### src/rtl/fsm_obs_pkg.sv
// Shared definitions for the fsm_obs_tracker observer: state indices, one-cold
// codes, candidate-set type and helpers that derive lock status from a set.
package fsm_obs_pkg;

  localparam int NUM_ST = 5;

  localparam int S0_IDX = 0;
  localparam int S1_IDX = 1;
  localparam int S2_IDX = 2;
  localparam int S3_IDX = 3;
  localparam int S4_IDX = 4;

  typedef logic [NUM_ST-1:0] cand_t;

  // Candidate-set bit for each state (bit i = Si).
  localparam cand_t S0_BIT = 5'b00001;
  localparam cand_t S1_BIT = 5'b00010;
  localparam cand_t S2_BIT = 5'b00100;
  localparam cand_t S3_BIT = 5'b01000;
  localparam cand_t S4_BIT = 5'b10000;

  // One-cold state codes presented on cur_st.
  localparam cand_t S0_ST = 5'b01111;
  localparam cand_t S1_ST = 5'b10111;
  localparam cand_t S2_ST = 5'b11011;
  localparam cand_t S3_ST = 5'b11101;
  localparam cand_t S4_ST = 5'b11110;

  localparam cand_t CAND_ALL = 5'b11111;

  function automatic logic is_single(input cand_t c);
    return $countones(c) == 1;
  endfunction

  function automatic cand_t one_cold(input cand_t c);
    cand_t code;
    code = CAND_ALL;
    case (c)
      S0_BIT:  code = S0_ST;
      S1_BIT:  code = S1_ST;
      S2_BIT:  code = S2_ST;
      S3_BIT:  code = S3_ST;
      S4_BIT:  code = S4_ST;
      default: code = CAND_ALL;
    endcase
    return code;
  endfunction

endpackage

### src/rtl/fsm_obs_step.sv
// One controller state's contribution: successor set and implied a/b (with
// known flags) for the observed (m,n). All outputs are zero when act is low.
module fsm_obs_step
  import fsm_obs_pkg::*;
#(
  parameter int ST_IDX = S0_IDX
) (
  input  logic  act,
  input  logic  m_obs,
  input  logic  n_obs,
  output cand_t nxt,
  output logic  a_val,
  output logic  a_kn,
  output logic  b_val,
  output logic  b_kn
);

  // NOTE: every output gets a default before the case so no latch is inferred.
  always_comb begin
    nxt   = '0;
    a_val = 1'b0;
    a_kn  = 1'b0;
    b_val = 1'b0;
    b_kn  = 1'b0;
    if (act) begin
      case (ST_IDX)
        S0_IDX: begin
          case ({m_obs, n_obs})
            2'b00: begin nxt = S0_BIT; a_kn = 1'b1; end
            2'b10: begin nxt = S4_BIT; a_kn = 1'b1; a_val = 1'b1; b_kn = 1'b1; b_val = 1'b1; end
            2'b01: begin nxt = S1_BIT; a_kn = 1'b1; a_val = 1'b1; b_kn = 1'b1; end
            default: ;
          endcase
        end
        S1_IDX: begin
          if (m_obs && n_obs) nxt = S2_BIT;
        end
        S2_IDX: begin
          case ({m_obs, n_obs})
            2'b01: begin nxt = S4_BIT; a_kn = 1'b1; end
            2'b10: begin nxt = S3_BIT; a_kn = 1'b1; a_val = 1'b1; end
            default: ;
          endcase
        end
        S3_IDX: begin
          case ({m_obs, n_obs})
            2'b00: begin nxt = S3_BIT | S4_BIT; a_kn = 1'b1; a_val = 1'b1; end
            2'b11: begin nxt = S3_BIT | S0_BIT; a_kn = 1'b1; end
            default: ;
          endcase
        end
        default: begin
          case ({m_obs, n_obs})
            2'b01: begin nxt = S4_BIT; b_kn = 1'b1; end
            2'b11: begin nxt = S1_BIT; b_kn = 1'b1; b_val = 1'b1; end
            default: ;
          endcase
        end
      endcase
    end
  end

endmodule

### src/rtl/fsm_obs_tracker.sv
// Passive observer tracking the candidate state set of the a/b -> m/n Mealy
// controller. Define FSM_OBS_RESYNC_EN to re-acquire after an error instead of
// latching err until reset.
module fsm_obs_tracker
  import fsm_obs_pkg::*;
#(
  parameter bit INIT_ALL = 1'b0
) (
  input  logic              clk,
  input  logic              rst_b,
  input  logic              obs_vld,
  input  logic              m_obs,
  input  logic              n_obs,
  output logic [NUM_ST-1:0] cand,
  output logic              locked,
  output logic [NUM_ST-1:0] cur_st,
  output logic              a_rec,
  output logic              a_known,
  output logic              b_rec,
  output logic              b_known,
  output logic              err
);

  localparam cand_t CAND_INIT = INIT_ALL ? CAND_ALL : S0_BIT;

  cand_t             step_nxt [NUM_ST];
  logic [NUM_ST-1:0] hit, a_val, a_kn, b_val, b_kn;

  for (genvar i = 0; i < NUM_ST; i++) begin : g_step
    fsm_obs_step #(.ST_IDX(i)) u_step (
      .act   (cand[i]),
      .m_obs (m_obs),
      .n_obs (n_obs),
      .nxt   (step_nxt[i]),
      .a_val (a_val[i]),
      .a_kn  (a_kn[i]),
      .b_val (b_val[i]),
      .b_kn  (b_kn[i])
    );
    assign hit[i] = |step_nxt[i];
  end

  cand_t union_nxt;
  always_comb begin
    union_nxt = '0;
    for (int i = 0; i < NUM_ST; i++) union_nxt |= step_nxt[i];
  end

  // A value is known only when no contributing transition leaves it open and
  // the known ones all agree.
  logic a_one, a_zero, a_open, b_one, b_zero, b_open;
  assign a_one  = |(hit & a_kn & a_val);
  assign a_zero = |(hit & a_kn & ~a_val);
  assign a_open = |(hit & ~a_kn);
  assign b_one  = |(hit & b_kn & b_val);
  assign b_zero = |(hit & b_kn & ~b_val);
  assign b_open = |(hit & ~b_kn);

  logic accept;
`ifdef FSM_OBS_RESYNC_EN
  localparam cand_t CAND_ON_ERR = CAND_ALL;
  assign accept = obs_vld;
`else
  localparam cand_t CAND_ON_ERR = '0;
  assign accept = obs_vld && !err;
`endif

  cand_t cand_d;
  logic  a_rec_d, a_known_d, b_rec_d, b_known_d, err_d;

  always_comb begin
    cand_d    = cand;
    a_rec_d   = a_rec;
    a_known_d = a_known;
    b_rec_d   = b_rec;
    b_known_d = b_known;
`ifdef FSM_OBS_RESYNC_EN
    err_d     = 1'b0;
`else
    err_d     = err;
`endif
    if (accept) begin
      if (union_nxt == '0) begin
        cand_d    = CAND_ON_ERR;
        err_d     = 1'b1;
        a_rec_d   = 1'b0;
        a_known_d = 1'b0;
        b_rec_d   = 1'b0;
        b_known_d = 1'b0;
      end else begin
        cand_d    = union_nxt;
        a_known_d = !a_open && (a_one != a_zero);
        a_rec_d   = a_known_d && a_one;
        b_known_d = !b_open && (b_one != b_zero);
        b_rec_d   = b_known_d && b_one;
      end
    end
  end

  // NOTE: sequential state uses non-blocking assignments so every register
  // samples the pre-edge values regardless of statement order.
  always_ff @(posedge clk) begin
    if (!rst_b) begin
      cand    <= CAND_INIT;
      locked  <= is_single(CAND_INIT);
      cur_st  <= one_cold(CAND_INIT);
      a_rec   <= 1'b0;
      a_known <= 1'b0;
      b_rec   <= 1'b0;
      b_known <= 1'b0;
      err     <= 1'b0;
    end else begin
      cand    <= cand_d;
      locked  <= is_single(cand_d);
      cur_st  <= one_cold(cand_d);
      a_rec   <= a_rec_d;
      a_known <= a_known_d;
      b_rec   <= b_rec_d;
      b_known <= b_known_d;
      err     <= err_d;
    end
  end

endmodule

### config.mk
export PLATFORM = sky130hd
export DESIGN_NAME = fsm_obs_tracker
export DESIGN_NICKNAME = d
export VERILOG_FILES = /design/src/rtl/fsm_obs_pkg.sv /design/src/rtl/fsm_obs_step.sv /design/src/rtl/fsm_obs_tracker.sv
export SDC_FILE = /design/constraint.sdc
export NUM_CORES = 1
export LEC_CHECK = 0
export BUFFER_PORTS_ARGS = -buffer_cell sky130_fd_sc_hd__buf_2
export CAP_MARGIN = 20
export CORE_ASPECT_RATIO = 1.25
export CORE_MARGIN = 1.5
export CORE_UTILIZATION = 45
export CTS_CLUSTER_DIAMETER = 80
export DETAILED_ROUTE_END_ITERATION = 10
export MAX_ROUTING_LAYER = met4
export PLACE_DENSITY = 0.78
export SETUP_SLACK_MARGIN = 0.05
export SLEW_MARGIN = 20
export SYNTH_ARGS = -nofsm -noshare
export SYNTH_HDL_FRONTEND = slang
export SYNTH_SLANG_ARGS = --single-unit
### constraint.sdc
create_clock -name clk -period 4.2 [get_ports clk]
set_input_delay 0.84 -clock clk [delete_from_list [all_inputs] [get_ports clk]]
set_output_delay 0.84 -clock clk [all_outputs]
set_load 0.02 [all_outputs]
==> metrics.md <==
| Metric | Value |
|---|---|
| Ys flop type | `dfxtp_1` |
| Largest family of logic cells by synthesized area | `simple AND/OR/NAND/NOR gates` |
| Cell Rows | `19` |
| DRC | `0` |
| Area share of fa/ha/maj cells after synthesis | `between 10 and 15%` |
| DIE HEIGHT | `57.07 µm` |
| Synth Cell Area | `1052 µm²` |
| Multiplexer share of the synthesized area | `0.9512%` |
| Worst R2R Path Depth | `10` |
| Net Sw Frac | `31.56%` |
| Drt via density | `5.379` |
| Cts hold-fix bufs | `0` |
| Max Clock Skew | `1.186 ps` |
| Dominant cells by area after synthesis | `dfxtp_1 (30%), ha_1 (12%), nand2_1 (5.4%), buf_4 (4.3%), inv_1 (3.9%)` |
| Syn Nets | `143` |
| Final core occ | `52.74%` |
| #FFs+latches synth | `16` |
| Clock share of power | `29.8%` |
| Sequential Power Share | `46.0%` |
| Largest net degree at the start of global routing | `11` |
| Die area | `2639 µm²` |
| Initial antenna violation count | `0` |
| Initial Util | `47.59%` |
| Synth Area in XOR/XNOR | `0%` |
| Hold Path Class | `register to register` |
| Comb pwr share | `24.1%` |
| Hold Crit Depth | `2` |
| Share of the synthesized area in the top cell type | `30.44%` |
| Clk_lat worst skew | `about 300 ps` |
| Final Net Count | `160` |
| VDD IR max | `roughly 0.18 mV` |
| Seq/Total Area, Yosys | `30.44%` |
| Clk Tree Root Cell | `clkbuf_4` |
| Fillers | `220` |
| Cts bufs inserted | `3` |
| DR pass1 iterations | `4` |
| Worst Path Arrival | `3530 ps` |
| Gate Count Post-Synth | `about 130` |
| Final HPWL from detailed placement | `1.774 mm` |
| Post-synth ARST share | `0%` |
| Setup-failing EPs final | `0` |
| Routed vias | `936` |
| Initial drt markers | `17` |
| # diodes | `0` |
| Fmax | `0.3053 GHz` |
| Yosys warning count | `0` |
| Worst Tran Pin Value | `~500 ps` |
| Tcrit/Tclk final | `between 70 and 80%` |
| Post_cts resized | `0` |
| Critical Path End Type | `register` |
| Unique masters post-synth | `40` |
| First-pass GRT wire length | `between 3 and 4 mm` |
| Status | `completed` |
| Critical path startpoint category | `input port` |
| Area growth, synth to finish | `10.82%` |
| Final Max Tran Viols | `0` |
| GRT Overall Usage | `19.87%` |
| Cell Chain, Critical Path | `buf_2 > inv_1 > ha_1 > or3b_2 > a32o_1 > ha_1 > inv_1 > ha_1 > fa_1 > ha_1 > nor2_1 > nand2_1 > nand2_1` |
| Crit-path most repeated cell | `ha_1` |
| Slew headroom | `66.99%` |
| Final count of hold timing violations | `0` |
| Power per cell area | `slightly above 300 nW/µm²` |
| Number of buffers added on ports | `20` |
| Cell-internal power | `0.0002457 W` |
| Total clock sinks | `16` |
| Post-synthesis compound-gate area fraction | `between 20% and 30%` |
| Area leader, netlist | `dfxtp_1` |
| Remaining global-route overflow | `0` |
| Vias in the first global route | `968` |
| Max Cap Viol | `0` |
| Post-synth top cells | `dfxtp_1 (16), nand2_1 (15), inv_1 (11)` |
| Core ar. | `2211 µm²` |
| CTS tree | `built` |
| Net Sw Power | `0.0001133 W` |
| Crit-path max FO | `7` |
| Fraction of layout cells with a size suffix above 1 | `23.08%` |
| Top-count cell post-synth | `dfxtp_1` |
| Post-synth EDFFs | `0` |
| H-tree levels | `1` |
| Tmin final | `3275 ps` |
| RSZ-0062 raised after global routing | `false` |
| Die extent in x | `46.25 µm` |
| CP max stage delay | `470 ps` |
| Post-DRT Antenna Nets | `0` |
| WL per Instance | `13.02 µm` |
| WP data required | `4450 ps` |
| Final wirelength | `2.266 mm` |
| Leakage | `0.5513 nW` |
| CTS max path bufs | `2` |
| Post-CTS Setup Inserts | `0` |
| Mean Syn Cell Area | `8.286 µm²` |
| Top Ports | `21` |
| Simple-Gate Fraction of Synth Area | `about a quarter` |
| Setup CP Type | `input port to register` |
| RD Place Congestion | `0.8923` |
| Max stage delay cell, worst path | `or3b_2` |
| CTS clk-pin slew, worst paths | `100 ps` |
| Setup_tns | `0 ps` |
==> power groups by stage <==
stage,clock (W),sequential [W],combinational (W)
3_3_place_gp,0,0.000168,0.0000831
5_1_grt,0.000113,0.000166,0.0000961
6_report,0.000107,0.000165,0.0000867
4_1_cts,0.000107,0.000165,0.0000865
2_1_floorplan,0,0.000175,0.0000611
3_5_place_dp,0,0.000169,0.0000862
==> routing by layer <==
metal	track usage, %	vias to the layer above	wire length [µm]
li1	-	472	-
met1	22.55	434	915
met2	32.94	22	1223
met3	2.532	8	77
met4	9.796	0	48
met5	-	-	0
==> worst max-delay path: cells and delay by family <==
kind | cells | cell delay [ps]
compound gates | 1 | 260
simple gates | 4 | 700
buf+inv | 3 | 240
fa+ha+maj | 5 | 1490
==> kinds of logic (layout without fill, tap and decap cells) <==
family / count (synthesis) / in the layout
AOI/OAI and AO/OA: 32 / 32
adders and majority gates: 11 / 11
and+or+nand+nor: 47 / 47
DFF: 16 / 16
buffers and inverters: 20 / 36
muxes: 1 / 1
==> sequential cells by signal (all words and copies together), names as in the netlist <==
| register | cells |
|---|---|
| b_rec | 1 |
| err | 1 |
| a_known | 1 |
| locked | 1 |
| cand | 5 |
| a_rec | 1 |
| b_known | 1 |
| cur_st | 5 |
==> cell type report <==
type	instances	area [µm²]	area share [%]
Tap cell	31	38.79	3.326
Sequential cell	16	320.3	27.47
Timing Repair Buffer	20	100.1	8.584
Clock buffer	4	36.28	3.112
Inverter	12	45.04	3.863
Multi-Input combinational cell	91	625.6	53.65
==> cell usage in the layout, fill, tap and decap left out, types with 2 or more instances in the layout <==
master and n:
o211ai_1 3, nand2b_1 2, nor2b_1 2, ha_1 10, nand3_1 5, a32o_1 2
clkbuf_4 3, nor2_1 10, nand3_2 2, dfxtp_1 16, nand2_1 15, o21ai_0 7
a21oi_1 8, inv_1 11, o31ai_1 2, buf_2 20, or3_4 2
==> worst paths after layout <==
path / from / to / slack (ps)
hold reg to reg: a_rec / a_rec / 480
setup / recovery: m_obs / locked / 920
hold / removal: a_rec / a_rec / 480
setup reg to reg: err / locked / 1590
==> stage by stage <==
| step | hold WS [ps] | instances | setup slack, ps | power (W) | cell area [µm²] |
|---|---|---|---|---|---|
| after detailed placement | 468.5 | 170 | 590.1 | 0.0002549 | 1130 |
| after floorplan | 548.3 | 127 | 948.4 | 0.0002358 | 1052 |
| after global placement | 464.3 | 170 | 742.1 | 0.0002513 | 1130 |
| final | 481.0 | 174 | 924.6 | 0.0003590 | 1166 |
| after global routing | 521.2 | 174 | 772.2 | 0.0003753 | 1166 |
| after CTS | 482.3 | 174 | 909.2 | 0.0003584 | 1166 |
Power figures use the tool's default switching activity.
